<file path="config.mk">
export PLATFORM = sky130hd
export DESIGN_NAME = truth_table_sweeper
export DESIGN_NICKNAME = d
export VERILOG_FILES = /design/src/rtl/truth_table_sweeper.sv
export SDC_FILE = /design/constraint.sdc
export NUM_CORES = 1
export LEC_CHECK = 0
export CAP_MARGIN = 15
export CORE_ASPECT_RATIO = 1.5
export CORE_UTILIZATION = 45
export DETAILED_ROUTE_END_ITERATION = 16
export GPL_ROUTABILITY_DRIVEN = 0
export PLACE_DENSITY = 0.74
export SLEW_MARGIN = 40
export SYNTH_ARGS = -nofsm -noshare
export SYNTH_HDL_FRONTEND = slang
export SYNTH_SLANG_ARGS = --single-unit
</file>
<file path="constraint.sdc">
create_clock -name clk -period 1.7 [get_ports clk]
set_clock_uncertainty 0.15 [all_clocks]
set_input_delay 0.17 -clock clk [delete_from_list [all_inputs] [get_ports clk]]
set_output_delay 0.17 -clock clk [all_outputs]
set_load 0.005 [all_outputs]
</file>
<file path="src/rtl/truth_table_sweeper.sv">
// truth_table_sweeper: self-test controller for a small combinational gate.
// Sweeps every input vector 0..2**N_IN-1, holds each for SETTLE_CYC+1 clocks,
// samples the gate output into a truth table and compares it to EXPECTED.
// Optional build macro: HALT_ON_MISMATCH_EN (stop the sweep at the first mismatch).
module truth_table_sweeper #(
  parameter int                     N_IN       = 3,
  parameter int                     SETTLE_CYC = 4,
  parameter logic [(1<<N_IN)-1:0]   EXPECTED   = 'h69
) (
  input  logic                    clk,
  input  logic                    rst,
  input  logic                    start,
  output logic [N_IN-1:0]         dut_in,
  input  logic                    dut_out,
  output logic                    busy,
  output logic                    done,
  output logic                    pass,
  output logic [(1<<N_IN)-1:0]    table_out,
  output logic [N_IN:0]           mismatch_cnt,
  output logic [N_IN-1:0]         fail_idx
);

  localparam int                NV          = 1 << N_IN;
  localparam int                SC_W        = (SETTLE_CYC > 1) ? $clog2(SETTLE_CYC) : 1;
  localparam logic [SC_W-1:0]   SETTLE_LAST = SC_W'(SETTLE_CYC - 1);
  localparam logic [N_IN-1:0]   LAST_IDX    = N_IN'(NV - 1);

  typedef enum logic [1:0] {
    IDLE   = 2'd0,
    SETTLE = 2'd1,
    SAMPLE = 2'd2,
    DONE   = 2'd3
  } state_t;

  state_t            state, next_state;
  logic [N_IN-1:0]   idx;
  logic [SC_W-1:0]   settle_cnt;
  logic              done_q;
  logic              accept;
  logic              mismatch;

  // Start is honoured only when no sweep is in flight.
  assign accept   = start && ((state == IDLE) || (state == DONE));
  assign mismatch = (dut_out != EXPECTED[idx]);

  assign busy = (state == SETTLE) || (state == SAMPLE);
  assign done = done_q;
  assign pass = done_q && (mismatch_cnt == '0);

  // Next-state decode for the sweep sequencer.
  always_comb begin
    // NOTE: every output of a combinational block gets a default first so no path leaves it unassigned (which would infer a latch).
    next_state = state;
    case (state)
      IDLE:   if (start) next_state = SETTLE;
      SETTLE: if (settle_cnt == SETTLE_LAST) next_state = SAMPLE;
      SAMPLE: begin
`ifdef HALT_ON_MISMATCH_EN
        if (mismatch || (idx == LAST_IDX)) next_state = DONE;
        else                               next_state = SETTLE;
`else
        if (idx == LAST_IDX) next_state = DONE;
        else                 next_state = SETTLE;
`endif
      end
      DONE:   if (start) next_state = SETTLE;
      default: next_state = IDLE;
    endcase
  end

  // State register.
  always_ff @(posedge clk) begin
    // NOTE: sequential state uses non-blocking assignments so every flop samples pre-edge values regardless of statement order.
    if (rst) state <= IDLE;
    else     state <= next_state;
  end

  // Sweep datapath: vector drive, settle timing, table capture and scoring.
  always_ff @(posedge clk) begin
    if (rst) begin
      idx          <= '0;
      settle_cnt   <= '0;
      dut_in       <= '0;
      table_out    <= '0;
      mismatch_cnt <= '0;
      fail_idx     <= '0;
      done_q       <= 1'b0;
    end else begin
      // done is a registered view of DONE; it falls on the accepting edge.
      done_q <= (state == DONE) && !accept;
      if (accept) begin
        idx          <= '0;
        settle_cnt   <= '0;
        dut_in       <= '0;
        table_out    <= '0;
        mismatch_cnt <= '0;
        fail_idx     <= '0;
      end else begin
        case (state)
          SETTLE: settle_cnt <= settle_cnt + 1'b1;
          SAMPLE: begin
            table_out[idx] <= dut_out;
            if (mismatch) begin
              mismatch_cnt <= mismatch_cnt + 1'b1;
              if (mismatch_cnt == '0) fail_idx <= idx;
            end
            // Advance only when another vector follows; idx never wraps.
            if (next_state == SETTLE) begin
              idx        <= idx + 1'b1;
              dut_in     <= idx + 1'b1;
              settle_cnt <= '0;
            end
          end
          default: ;
        endcase
      end
    end
  end

endmodule
</file>
==> results of run 1 <==
==> logic make-up after synthesis <==
family / Yosys count
and+or+nand+nor: 52
adders and majority gates: 8
AOI/OAI and AO/OA: 16
xor gates and xnor gates: 6
buffers and inverters: 13
DFF: 24
muxes: 12
==> cell type report <==
cell class              instances  area share
clock buffers                   3      0.0133
inverters                       6      0.0133
multi-input cells              94       0.432
flip-flops and latches         24       0.287
well taps                      36      0.0266
repair buffers                 41       0.227
==> layer usage <==
layer / vias up / track usage / wire length, um
met5: - / 0 / 0
met3: 4 / 0.0164 / 89
met4: 0 / 0.0682 / 27
met1: 482 / 0.211 / 1030
li1: 519 / - / -
met2: 29 / 0.377 / 1440
==> worst min-delay path, delay by kind of cell (launching register included) <==
family | cells | cell delay, ps
DFF | 1 | 340
AOI/OAI and AO/OA | 1 | 60
and+or+nand+nor | 1 | 60
==> power breakdown <==
part | internal (uW) | total, uW | switching (uW) | leakage, uW
clock network | 82.8 | 241 | 158 | 0.0000138
registers | 608 | 637 | 29.1 | 0.000196
logic | 425 | 864 | 439 | 0.000522
total | 1120 | 1740 | 626 | 0.000732
==> state kept, by name, indices dropped and copies added, names as in the netlist, named ones only <==
signal	flops
done	1
fail_idx	3
idx	3
mismatch_cnt	4
settle_cnt	2
state	2
table_out	8
==> through the flow <==
step	area, sq um	setup slack (ps)	total power [uW]
3_5_place_dp	1590	-98.9	1370
2_1_floorplan	1250	13.5	1140
5_1_grt	1700	-51.9	1840
4_1_cts	1640	-8.46	1620
3_3_place_gp	1590	-15.8	1340
6_report	1700	10.7	1740
==> worst min path at each step <==
stage	endpoint	slack [ps]	from	depth (start not counted)
after CTS	settle_cnt[1]	340	settle_cnt[1]	2
final	settle_cnt[1]	340	settle_cnt[1]	2
after global placement	settle_cnt[1]	320	settle_cnt[1]	2
after floorplan	state[1]	90	rst	1
after detailed placement	settle_cnt[1]	320	settle_cnt[1]	2
after global routing	state[1]	360	rst	2
==> layout by cell type, fill, tap and decap left out, types with 2 or more instances in the layout <==
cell and n:
nor2_1 23, clkdlybuf4s50_1 21, dfxtp_1 19, buf_4 15, mux2i_1 12, nand3_1 6
dfxtp_2 5, inv_1 4, a21oi_1 4, nand2_1 4, ha_1 4, nand3b_1 3
a21oi_4 3, xor2_1 3, clkbuf_4 3, nand2b_1 2, inv_2 2, nand3_2 2
a21o_1 2, nor2b_1 2, nor3_1 2, and3_1 2, xnor2_1 2, nand4_1 2
ha_2 2, ha_4 2
==> what timing repair did <==
item,CTS,global route
endpoints found under the setup margin,5,7
setup buffers,3,2
resized for setup,6,11
pin swaps,1,12
hold buffers,0,0
==> summary.md, run 1 <==
| Metric | Value |
|---|---|
| Slowest CP cell | dfxtp_2 |
| Critical path endpoint category | flip-flop |
| Post-DRT Antenna Nets | 0 |
| Largest stage delay on the critical path | 350 ps |
| Detailed Routing Iterations Pass 1 | 6 |
| Crit path from | state[0] |
| Post-Synth Adder-Cell Area | 0.0811 |
| Initial DRC count | 23 |
| WHS | 342 ps |
| Least-Margin Pin Slew | 271 ps |
| Rows | 22 |
| Worst Path Max Fanout | 4 |
| VDD IR max | 0.000643 V |
| Mux contribution to synthesized area | 0.0973 |
| CTS tree | yes |
| Initial antenna violation count | 0 |
| Crit Path Category | flip-flop to flip-flop |
| Setup_tns | 0 ps |
| Initial core utilization | 0.488 |
| Final setup fails | 0 |
| Routed wire length | 2.58 mm |
| Synthesis warning total | 0 |
| Detailed-route via count | 1034 |
| Area grow syn2layout | 37.3% |
| Post-Syn Area | 0.00123 sq mm |
| Number of port buffers | 24 |
| Post-Synth Simple-Gate Area | 0.214 |
| Clk slew on worst S/H paths | 120 ps |
| Top delay family on crit path | flip-flops |
| P_leak | 0.000732 uW |
| Power Dens Cells | 1030 mW/mm^2 |
| Bufs and invs on worst path | 1 |
| HP Class | flip-flop to flip-flop |
| Root Buffer | clkbuf_4 |
| Finished Layout Cells | 204 |
| Die Wd | 44.8 um |
| Die Height | 66.2 um |
| Reg area | 487 sq um |
| Max-Cap Viols | 0 |
| Final Critical Period | 1690 ps |
| DRC Markers | 0 |
| Share of cells above drive strength 1 | 0.256 |
| Yosys top cell area share | 0.389 |
| Launch point of the worst reg-to-reg path | state[0] |
| Syn_nets | 143 |
| Setup crit end | idx[1] |
| CP Depth | 7 |
| Gate Count Post-Synth | 131 |
| Mean area per synthesized cell | 9.43 sq um |
| Placed Instances | 196 |
| Post-synth EDFFs | 0 |
| Largest cells by area after synthesis | dfxtp_1 39%, mux2i_1 9.7%, ha_1 8.1% |
| Fill count | 229 |
| Main combinational cell family by area after synthesis | simple AND/OR/NAND/NOR gates |
| Compound-cell area share of the yosys netlist | 0.112 |
| Leading area contributor after synthesis | dfxtp_1 |
| Status | finished, final reports clean |
| Detailed placement HPWL | 1.93 mm |
| Floorplan core area | 0.00253 sq mm |
| Area of the multi-input gates | 733 sq um |
| Avg WL per Cell | 12.7 um |
| Max Fclk | 592 MHz |
| Max Slew Vio Count | 0 |
| Clock sink count | 24 |
| Global-route wire length before repair | 4.36 mm |
| Reg2reg end | idx[1] |
| Endpoints failing hold | 0 |
| Vias per cell | 5.07 |
| Vias in the first global route | 1034 |
| Num CTS Buffers | 3 |
| Startpoint Class | flip-flop |
| Post-synthesis xor/xnor area fraction | 0.0486 |
| Netlist cell types | 37 |
| RSZ-0062 raised after global routing | true |
| Crit path cell chain | inv_2, ha_4, nand3b_1, a22o_4, nand2_4, mux2i_1, nor2_1 |
| Seq cells post-synth | 24 |
| Largest net degree at the start of global routing | 21 |
| Post-synth top flop | dfxtp_1 |
| Sequential fraction of the synthesis area | 0.389 |
| Final Net Count | 182 |
| WP data required | 1760 ps |
| Flop2flop setup slack | 10 ps |
| Die area | 0.00296 sq mm |
| Post-synth ARST share | 0 |
| Clock Path Buffers | 2 |
| Final core occ | 0.669 |
| Total track usage | 0.195 |
| Grt total ovfl | 0 |
| Most common cell in the synthesized netlist | dfxtp_1 |
| Relative slew slack | 0.819 |
| Clock H-tree levels | 1 |
| Worst R2R Path Depth | 7 |
| Worst skew pair latency | 310 ps |
| Worst EP arrival | 1750 ps |
| Antenna diode count | 0 |
| Top cells by count, synth | 24 x dfxtp_1, 23 x nor2_1, 12 x mux2i_1, 8 x ha_1, 6 x nand3_1 |
| Ports | 25 |
| Final worst-path cycle share | 0.994 |
No activity file was read; power rests on OpenSTA's default activity.
==> inputs of run 2 (changes only) <==
CORE_ASPECT_RATIO = not set   (was 1.5)
SKIP_LAST_GASP = 1   (was not set)
==> summary.md, run 2 (synthesis gave the netlist of run 1 again) <==
| Metric | Value |
|---|---|
| Status | finished, violations left |
| Failing checks | negative setup slack |
| Worst Path Max Fanout | 4 |
| Worst skew pair latency | 320 ps |
| Num CTS Buffers | 3 |
| Fill count | 201 |
| Die area | 0.00296 sq mm |
| Largest net degree at the start of global routing | 15 |
| Number of port buffers | 24 |
| Commonest non-fill, non-tap cell in the layout | nor2_1 |
| Slowest CP cell | dfxtp_2 |
| Avg WL per Cell | 13.3 um |
| Max Slew Vio Count | 0 |
| HP Class | flip-flop to flip-flop |
| P_sw | 653 uW |
| Hold_buf cts | 0 |
| Power Dens Cells | 1110 mW/mm^2 |
| Reg area | 488 sq um |
| Clock H-tree levels | 1 |
| Max-Cap Viols | 0 |
| Share of cells above drive strength 1 | 0.287 |
| Root Buffer | clkbuf_4 |
| Final Critical Period | 1710 ps |
| Clk slew on worst S/H paths | 130 ps |
| Initial DRC count | 14 |
| Global-route wire length before repair | 4.36 mm |
| Sw Share | 0.340 |
| Routed wire length | 2.68 mm |
| Floorplan core area | 0.00254 sq mm |
| Critical path endpoint category | flip-flop |
| Least-Margin Pin Slew | 322 ps |
| RSZ-0062 raised after global routing | true |
| Area of the multi-input gates | 733 sq um |
| Detailed Routing Iterations Pass 1 | 4 |
| DRC Markers | 0 |
| Detailed-route via count | 1050 |
| Die Height | 54.4 um |
| Clock Power Share | 0.217 |
| Initial core utilization | 0.485 |
| Crit path cell chain | inv_2, ha_4, nand3b_1, a22o_4, nand2_4, mux2i_1, nor2_1 |
| Vias per cell | 5.22 |
| Relative slew slack | 0.785 |
| Commonest non-fill, non-tap cells in the layout | 23 x nor2_1, 22 x clkdlybuf4s50_1, 18 x dfxtp_1, 17 x buf_4, 12 x mux2i_1 |
| Grt total ovfl | 0 |
| Largest stage delay on the critical path | 360 ps |
| Post-route setup slack | -11.1 ps |
| Clock Path Buffers | 2 |
| Int Pwr | 1270 uW |
| Startpoint Class | flip-flop |
| Crit Path Category | flip-flop to flip-flop |
| Total track usage | 0.205 |
| Finished Layout Cells | 201 |
| Detailed placement HPWL | 1.95 mm |
| Initial antenna violation count | 0 |
| Vias in the first global route | 1063 |
| Reg power frac | 0.334 |
| Area grow syn2layout | 39.4% |
| Power Total | 1920 uW |
| Worst EP arrival | 1780 ps |
| WP data required | 1770 ps |
| Max Fclk | 584 MHz |
| Die Wd | 54.4 um |
| Combinational power share | 0.450 |
| Ports | 25 |
| P_leak | 0.000740 uW |
| Antenna diode count | 0 |
| Rows | 18 |
| Most flop-heavy register | table_out |
| Final Net Count | 184 |
| Endpoints failing hold | 0 |
| Max reg flops | 8 |
| CTS tree | yes |
| Clock sink count | 24 |
| Biggest regs | table_out (8), mismatch_cnt (4) |
| VDD IR max | 0.000931 V |
| Final setup fails | 2 |
| Placed Instances | 193 |
| Post-DRT Antenna Nets | 0 |
| Final worst-path cycle share | 1.01 |
[run 2: changes by cell type in the layout (fill, tap and decap cells not counted), sizes merged]
cell	change
dlymetal6s2s	-1
clkdlybuf4s15	-1
bufinv	+1
buf	+2
clkdlybuf4s50	+1
dlygate4sd2	+1
[run 2: cell type report]
cell class	instances	share of cell area
inverter	6	0.0131
multi-input combinational	94	0.426
clock buffer	3	0.0131
timing repair buffer	43	0.225
tap	30	0.0218
clock inverter	1	0.0174
sequential	24	0.283
[run 2: metal layers]
| layer | up-vias | part of all wire | track usage |
|---|---|---|---|
| met5 | - | 0 | 0 |
| met4 | 0 | 0.016 | 0.0812 |
| met3 | 6 | 0.036 | 0.0333 |
| met2 | 27 | 0.51 | 0.386 |
| met1 | 493 | 0.44 | 0.224 |
| li1 | 524 | - | - |
[run 2: timing repair]
item / in CTS / in global routing
pin swaps: 1 / 5
hold endpoints to repair: 0 / 0
gates resized for setup: 12 / 6
setup buffers: 3 / 1
gates cloned: 0 / 0
endpoints found under the setup margin: 8 / 9
[run 2: critical path, delay by kind of cell, from the launching register on]
kind	cells	cell delay [ps]
flops	1	360
simple gates	3	280
mux	1	210
fa+ha+maj	1	280
compound gates	1	310
buf+inv	1	40
[run 2: final timing paths]
kind            startpoint  slack [ps]            end  cells after the start
max               state[0]         -10         idx[1]                      7
min          settle_cnt[1]         350  settle_cnt[1]                      2
max reg2reg       state[0]         -10         idx[1]                      7
min reg2reg  settle_cnt[1]         350  settle_cnt[1]                      2
[run 2: power by group through the flow]
stage | Combinational (uW) | Clock [uW] | Sequential, uW
finish | 864 | 416 | 640
global route | 934 | 445 | 643
CTS | 838 | 422 | 637
detailed placement | 763 | 0 | 651
global placement | 728 | 0 | 648
floorplan | 490 | 0 | 653
[run 2: stage by stage]
step	instance area (sq um)	setup slack, ps	utilization	setup TNS [ps]	hold slack (ps)
2_1_floorplan	1250	13.5	-	0	92.4
3_3_place_gp	1590	-14.4	0.625	-14.6	319
3_5_place_dp	1590	-98.4	0.625	-170	329
4_1_cts	1700	-11.7	0.668	-11.7	338
5_1_grt	1720	-111	0.677	-275	355
6_report	1720	-11.1	0.677	-12.1	352
